<file path="src/rtl/inst_sram_axi_bridge_pkg.sv">
// Shared types and constants for the SRAM-like to AXI4 read bridges.
// virt_to_phys is the fixed kseg0/kseg1 mapping, shared with the data-side bridge.
package inst_sram_axi_bridge_pkg;

  typedef enum logic [1:0] {
    IDLE,
    ADDR,
    DATA,
    RESP
  } bridge_state_e;

  localparam logic [1:0] AXI_BURST_INCR = 2'b01;
  localparam logic [2:0] AXI_SIZE_WORD  = 3'b010;
  localparam logic [1:0] AXI_RESP_OKAY  = 2'b00;

  // kseg0 and kseg1 both map onto the low 512 MiB of physical space.
  function automatic logic [31:0] virt_to_phys(input logic [31:0] addr);
    if (addr[31:30] == 2'b10) begin
      return {3'b000, addr[28:0]};
    end
    return addr;
  endfunction

endpackage

</file>
<file path="src/rtl/inst_sram_axi_bridge.sv">
// Instruction-fetch bridge: one SRAM-like word read becomes one single-beat AXI4 read.
// Optional INST_BRIDGE_BUS_ERR_EN adds inst_sram_err and zeroes data on SLVERR/DECERR.
module inst_sram_axi_bridge
  import inst_sram_axi_bridge_pkg::*;
#(
  parameter int unsigned     ID_W   = 4,
  parameter logic [ID_W-1:0] AXI_ID = '0
) (
  input  logic            clk,
  input  logic            reset,
  input  logic [31:0]     inst_sram_addr,
  input  logic            inst_sram_readen,
  output logic [31:0]     inst_sram_rdata,
  output logic            inst_sram_valid,
`ifdef INST_BRIDGE_BUS_ERR_EN
  output logic            inst_sram_err,
`endif
  output logic [ID_W-1:0] arid,
  output logic [31:0]     araddr,
  output logic [7:0]      arlen,
  output logic [2:0]      arsize,
  output logic [1:0]      arburst,
  output logic            arvalid,
  input  logic            arready,
  input  logic [ID_W-1:0] rid,
  input  logic [31:0]     rdata,
  input  logic [1:0]      rresp,
  input  logic            rlast,
  input  logic            rvalid,
  output logic            rready
);

  bridge_state_e state_q;
  bridge_state_e state_d;
  logic [31:0]   araddr_q;
  logic [31:0]   rdata_q;
  logic          accept;
  logic          capture;

  // Single-beat bursts only; RID and RLAST carry no extra information here.
  logic unused_ok;
  assign unused_ok = ^{rid, rlast, rresp};

  assign accept  = inst_sram_readen && ((state_q == IDLE) || (state_q == RESP));
  assign capture = (state_q == DATA) && rvalid;

  always_ff @(posedge clk or posedge reset) begin
    if (reset) begin
      state_q <= IDLE;
    end else begin
      state_q <= state_d;
    end
  end

  always_comb begin
    state_d = state_q;
    unique case (state_q)
      IDLE: if (inst_sram_readen) state_d = ADDR;
      ADDR: if (arready)          state_d = DATA;
      DATA: if (rvalid)           state_d = RESP;
      RESP: state_d = inst_sram_readen ? ADDR : IDLE;
      default: state_d = IDLE;
    endcase
  end

  // Handshake strobes decode straight from state so reset clears them without an edge.
  always_comb begin
    arvalid         = 1'b0;
    rready          = 1'b0;
    inst_sram_valid = 1'b0;
    unique case (state_q)
      ADDR:    arvalid         = 1'b1;
      DATA:    rready          = 1'b1;
      RESP:    inst_sram_valid = 1'b1;
      default: ;
    endcase
  end

  always_ff @(posedge clk or posedge reset) begin
    if (reset) begin
      araddr_q <= '0;
    end else if (accept) begin
      araddr_q <= virt_to_phys(inst_sram_addr);
    end
  end

`ifdef INST_BRIDGE_BUS_ERR_EN
  logic err_q;

  always_ff @(posedge clk or posedge reset) begin
    if (reset) begin
      rdata_q <= '0;
      err_q   <= 1'b0;
    end else if (capture) begin
      rdata_q <= rresp[1] ? '0 : rdata;
      err_q   <= rresp[1];
    end
  end

  assign inst_sram_err = err_q && (state_q == RESP);
`else
  always_ff @(posedge clk or posedge reset) begin
    if (reset) begin
      rdata_q <= '0;
    end else if (capture) begin
      rdata_q <= rdata;
    end
  end
`endif

  assign inst_sram_rdata = rdata_q;
  assign araddr          = araddr_q;
  assign arid            = AXI_ID;
  assign arlen           = '0;
  assign arsize          = AXI_SIZE_WORD;
  assign arburst         = AXI_BURST_INCR;

endmodule

</file>
<file path="config.mk">
export PLATFORM = sky130hd
export DESIGN_NAME = inst_sram_axi_bridge
export DESIGN_NICKNAME = d
export VERILOG_FILES = /design/src/rtl/inst_sram_axi_bridge_pkg.sv /design/src/rtl/inst_sram_axi_bridge.sv
export SDC_FILE = /design/constraint.sdc
export NUM_CORES = 1
export LEC_CHECK = 0
export ABC_AREA = 1
export BUFFER_PORTS_ARGS = -buffer_cell sky130_fd_sc_hd__buf_2
export CORE_UTILIZATION = 40
export DETAILED_ROUTE_END_ITERATION = 16
export GPL_ROUTABILITY_DRIVEN = 0
export GPL_TIMING_DRIVEN = 0
export MAX_ROUTING_LAYER = met4
export PLACE_DENSITY = 0.76
export SLEW_MARGIN = 20
export SYNTH_ARGS = -nofsm -noshare
export SYNTH_HDL_FRONTEND = slang
export SYNTH_SLANG_ARGS = --single-unit
</file>
<file path="constraint.sdc">
create_clock -name clk -period 2.09 [get_ports clk]
set_clock_uncertainty 0.1 [all_clocks]
set_input_delay 0.209 -clock clk [delete_from_list [all_inputs] [get_ports clk]]
set_output_delay 0.209 -clock clk [all_outputs]
set_load 0.02 [all_outputs]
</file>
# Word level (Yosys, flattened, before mapping)
# Index checks and enable logic that the tools add are counted.
# Widths: inputs -> output; s select.
[totals]
reg_bits = 66
word_cells = 27
[op_classes]
n_eq_ne = 7
n_mux = 12
reduce_logical = 5
[op_table]
columns = ["op", "count"]
rows = [
  ["$mux 32", 2],
  ["$pmux 2 s4", 1],
  ["$eq 2x2->1 const B", 3],
  ["$mux 1", 6],
  ["$mux 2", 3],
  ["$ne 2x2->1 const B", 3],
  ["$reduce_and 3->1", 1],
  ["$eq 2x1->1 const B", 1],
  ["$logic_and 1x1->1", 2],
  ["$logic_not 2->1", 1],
  ["$logic_or 1x1->1", 1],
]

# Depth between registers and ports, before layout
[depth]
ltp_word = 5
depth_mapped = 8
depth_no_buf = 7

# Least setup slack after synthesis
# Ideal clock, no wire load.
[synth_timing]
kind = "register to register"
start = "register state_q[0]"
end = "register rdata_q[0], in the netlist inst_sram_rdata[0]"
setup_ps = 117
arrival_ps = 1320
required_ps = 1873
slack_ps = 553
path_stages_with_launch = 8
path_buffers = 2
synth_period_minus_slack_ps = 1537
path_cell_list = "dfrtp_1 -> inv_1 -> ha_1 -> buf_2 -> nand2_2 -> buf_2 -> nand2_1 -> nand2_1"
[synth_between]
elab_chain_cells = 2
[synth_rtl]
columns = ["item", "line", "text"]
rows = [
  ["from (decl)", "inst_sram_axi_bridge.sv:33", "bridge_state_e state_q;"],
  ["from (signal assigned)", "inst_sram_axi_bridge.sv:51", "state_q <= state_d;"],
  ["$eq 2x2->1", "inst_sram_axi_bridge.sv:45", "assign capture = (state_q == DATA) && rvalid;"],
  ["$logic_and 1x1->1", "inst_sram_axi_bridge.sv:45", ""],
  ["to (signal assigned)", "inst_sram_axi_bridge.sv:106", "rdata_q <= rdata;"],
  ["to (decl)", "inst_sram_axi_bridge.sv:36", "logic [31:0] rdata_q;"],
]
# No other way between the ends.
# A chain may end at the register's enable or synchronous reset.

# Worst setup path after layout
[layout_timing]
start = "register state_q[0]"
end = "register araddr_q[11], in the netlist araddr[11]"
[layout_between]
elab_chain_cells = 3
[layout_rtl]
columns = ["item", "line", "text"]
rows = [
  ["$eq 2x2->1 or $logic_not 2->1 (tied branches)", "inst_sram_axi_bridge.sv:44", "assign accept = inst_sram_readen && ((state_q == IDLE) || (state_q == RESP));"],
  ["$logic_or 1x1->1 *", "inst_sram_axi_bridge.sv:44", ""],
  ["$logic_and 1x1->1 *", "inst_sram_axi_bridge.sv:44", ""],
  ["to (signal assigned)", "inst_sram_axi_bridge.sv:83", "araddr_q <= virt_to_phys(inst_sram_addr);"],
  ["to (decl)", "inst_sram_axi_bridge.sv:35", "logic [31:0] araddr_q;"],
]
# Every way passes the cells marked *; elsewhere a longest branch is shown, timed or not.

==> run summary <==
Status: finished, final reports clean
Worst path buffer plus inverter count: 3
Layout cells sized above 1: 35.3%
Leak: 0.00254 uW
CP delay by family, top: flip-flops
CTS H-tree depth: 3
CP Capture Type: register
EDFF count, synth: 0
WL per Instance: 11.8 um
Worst path required time: 2.21 ns
Final nets: 607
Syn Inst Count: 326
Initial antenna violation count: 0
Placement Rows: 30
Max Root-Sink Buffers: 2
# fillers: 599
Synth Area in XOR/XNOR: 0%
Starting Density: 41.6%
Most used cell, CP: nand2_1
Core area: 0.00683 sq mm
Peak supply drop: 692 uV
Vias in the first global route: 2,634
Share of the synthesized area in the top cell type: 58.1%
Synth cell count leaders: 168 x nand2_1, 66 x dfrtp_1, 37 x nand3_1
First-pass DRT Iterations: 4
Diodes inserted: 0
Crit share post-route: 79.8%
Critical path class: reg -> reg
Worst stage delay on the critical path: 0.42 ns
Mux share of post-synthesis cell area: 0%
Setup violators final: 0
Top_reg_cell synth: dfrtp_1
Largest area contributor in the netlist: dfrtp_1
Power Dens Cells: 1430 mW/mm^2
Startpoint Class: register
Top-Level Pins: 160
First-pass GRT wire length: 11.5 mm
CTS tree: yes
DP Area: 0.00371 sq mm
Seq cells post-synth: 66
Syn. warnings: 0
Unrepaired setup endpoints after global routing: false
Post-synth ARST share: 100%
Final min period: 1.67 ns
DP HPWL: 5.02 mm
Design area: 0.00426 sq mm
Seq/Total Area, Yosys: 58.1%
Vias per inst: 4.39
Post-synthesis adder-cell area fraction: 2.20%
Max Cap Viol: 0
CP Cell Sequence: inv_1 -> ha_1 -> nor2_4 -> inv_2 -> buf_6 -> nand2_1 -> nand2_1
Num Clock Sinks: 66
Largest family of logic cells by synthesized area: simple AND/OR/NAND/NOR gates
Simple-Gate Fraction of Synth Area: 29.5%
Pin count of the biggest net entering global routing: 38
Post-Route WL: 7.39 mm
Hold_ws: 0.00774 ns
Routed Antenna Nets: 0
Clock Latency Late Sink: 0.32 ns
Drt drc: 0
Syn Area/Cell: 8.71 sq um
Clock-pin slew on the worst setup and hold paths: 0.07 ns
Initial DRC Count: 92
CP max stage cell: dfrtp_1
Pins over their slew limit: 0
Die area: 0.00744 sq mm
Critical Path AT: 1.78 ns
Overall Global Routing Usage: 20.4%
Post-CTS sizing: 0
TNS Setup: 0 ns
Hold/Removal Path Class: in -> reg
IO buf count: 134
Synth top area cells: dfrtp_1 58%, nand2_1 22%, nand3_1 6.5%, buf_4 5.3%, ha_1 2.2%
Die X-Extent: 86.3 um
Hold Fails Final Rpt: 0
Detailed-route via count: 2,746
Grt total ovfl: 0
Synthesized area: 0.00284 sq mm
Synth Area in Compound Gates: 0.176%
Die Y-Extent: 86.3 um
Yosys cell types: 14
Most frequent cell after synthesis: nand2_1
Tot Pwr: 6110 uW
P&R area growth vs syn: 50.0%
Root buf cell: clkbuf_8
Crit Path Max Fanout: 10
Total CTS buffers: 9
Peak Freq: 600 MHz
-- tightest hold or removal path, delay by kind of cell --
kind,cells,cell delay (ns)
buf+inv,1,0.08
simple gates,2,0.11
-- flip-flops by register name, indices dropped and copies added (netlist names) --
register         cells
state_q              2
inst_sram_rdata     32
araddr              32
-- logic make-up (layout without fill, tap and decap cells) --
kind of cell / after synthesis / in the layout
AND/OR/NAND/NOR: 208 / 208
flip-flops: 66 / 66
buffers and inverters: 44 / 232
adder cells (fa/ha/maj): 5 / 5
other: 2 / 17
AO/OA/AOI/OAI: 1 / 1
-- worst paths after layout --
check,start,end,slack (ns),depth (start not counted)
setup / recovery,state_q[0]$_DFFE_PP0P_,araddr[11]$_DFFE_PP0P_,0.42,7
setup reg to reg,state_q[0]$_DFFE_PP0P_,araddr[11]$_DFFE_PP0P_,0.42,7
min in group asynchronous,reset,araddr[25]$_DFFE_PP0P_,0.34,3
max in group asynchronous,reset,araddr[16]$_DFFE_PP0P_,1.03,4
hold reg to reg,inst_sram_rdata[18]$_DFFE_PP0P_,inst_sram_rdata[18]$_DFFE_PP0P_,0.37,2
hold / removal,rdata[18],inst_sram_rdata[18]$_DFFE_PP0P_,0.008,3
-- placed cells by master (no fill, tap or decap), drive strengths merged --
| cell type | synthesis | final |
|---|---|---|
| clkinvlp | 0 | 1 |
| o21ai | 1 | 1 |
| dlygate4sd3 | 0 | 39 |
| nand3 | 37 | 37 |
| clkinv | 0 | 2 |
| ha | 5 | 5 |
| conb | 2 | 17 |
| inv | 10 | 10 |
| nand2 | 169 | 169 |
| buf | 34 | 169 |
| nor2 | 2 | 2 |
| clkbuf | 0 | 11 |
| dfrtp | 66 | 66 |
-- where the power goes --
| part | internal (uW) | switching (uW) |
|---|---|---|
| Sequential | 1880 | 317 |
| Clock | 446 | 438 |
| Combinational | 1050 | 1970 |
-- per-layer routing --
metal / vias to the layer above / wire length, um / GRT usage (%)
met4: 0 / 203 / 10.8
met3: 20 / 335 / 3.14
met2: 89 / 3790 / 35.8
met5: - / 0 / -
met1: 1270 / 3060 / 22.5
li1: 1367 / - / -
-- area by class of cell --
cell class	count	area [sq um]	share of cell area [%]
Sequential cell	66	1650	38.8
Timing Repair Buffer	174	1080	25.4
Clock buffer	11	141	3.32
Tap cell	96	120	2.82
Buffer	34	239	5.61
Multi-Input combinational cell	231	968	22.7
Inverter	10	40.0	0.940
Clock inverter	3	17.5	0.411
-- metrics by stage --
stage,setup slack (ns),std cells,utilization (%)
2_1_floorplan,0.126,341,-
3_3_place_gp,-0.683,571,54.0
3_5_place_dp,0.447,572,54.3
4_1_cts,0.411,625,62.3
5_1_grt,0.297,625,62.3
6_report,0.422,625,62.3
-- timing repair --
action                                 in CTS  in global routing
buffers inserted                            0                  0
endpoints found under the hold margin      67                  0
hold buffers                               39                  0
Note: power is estimated with default switching activity, not from simulation.
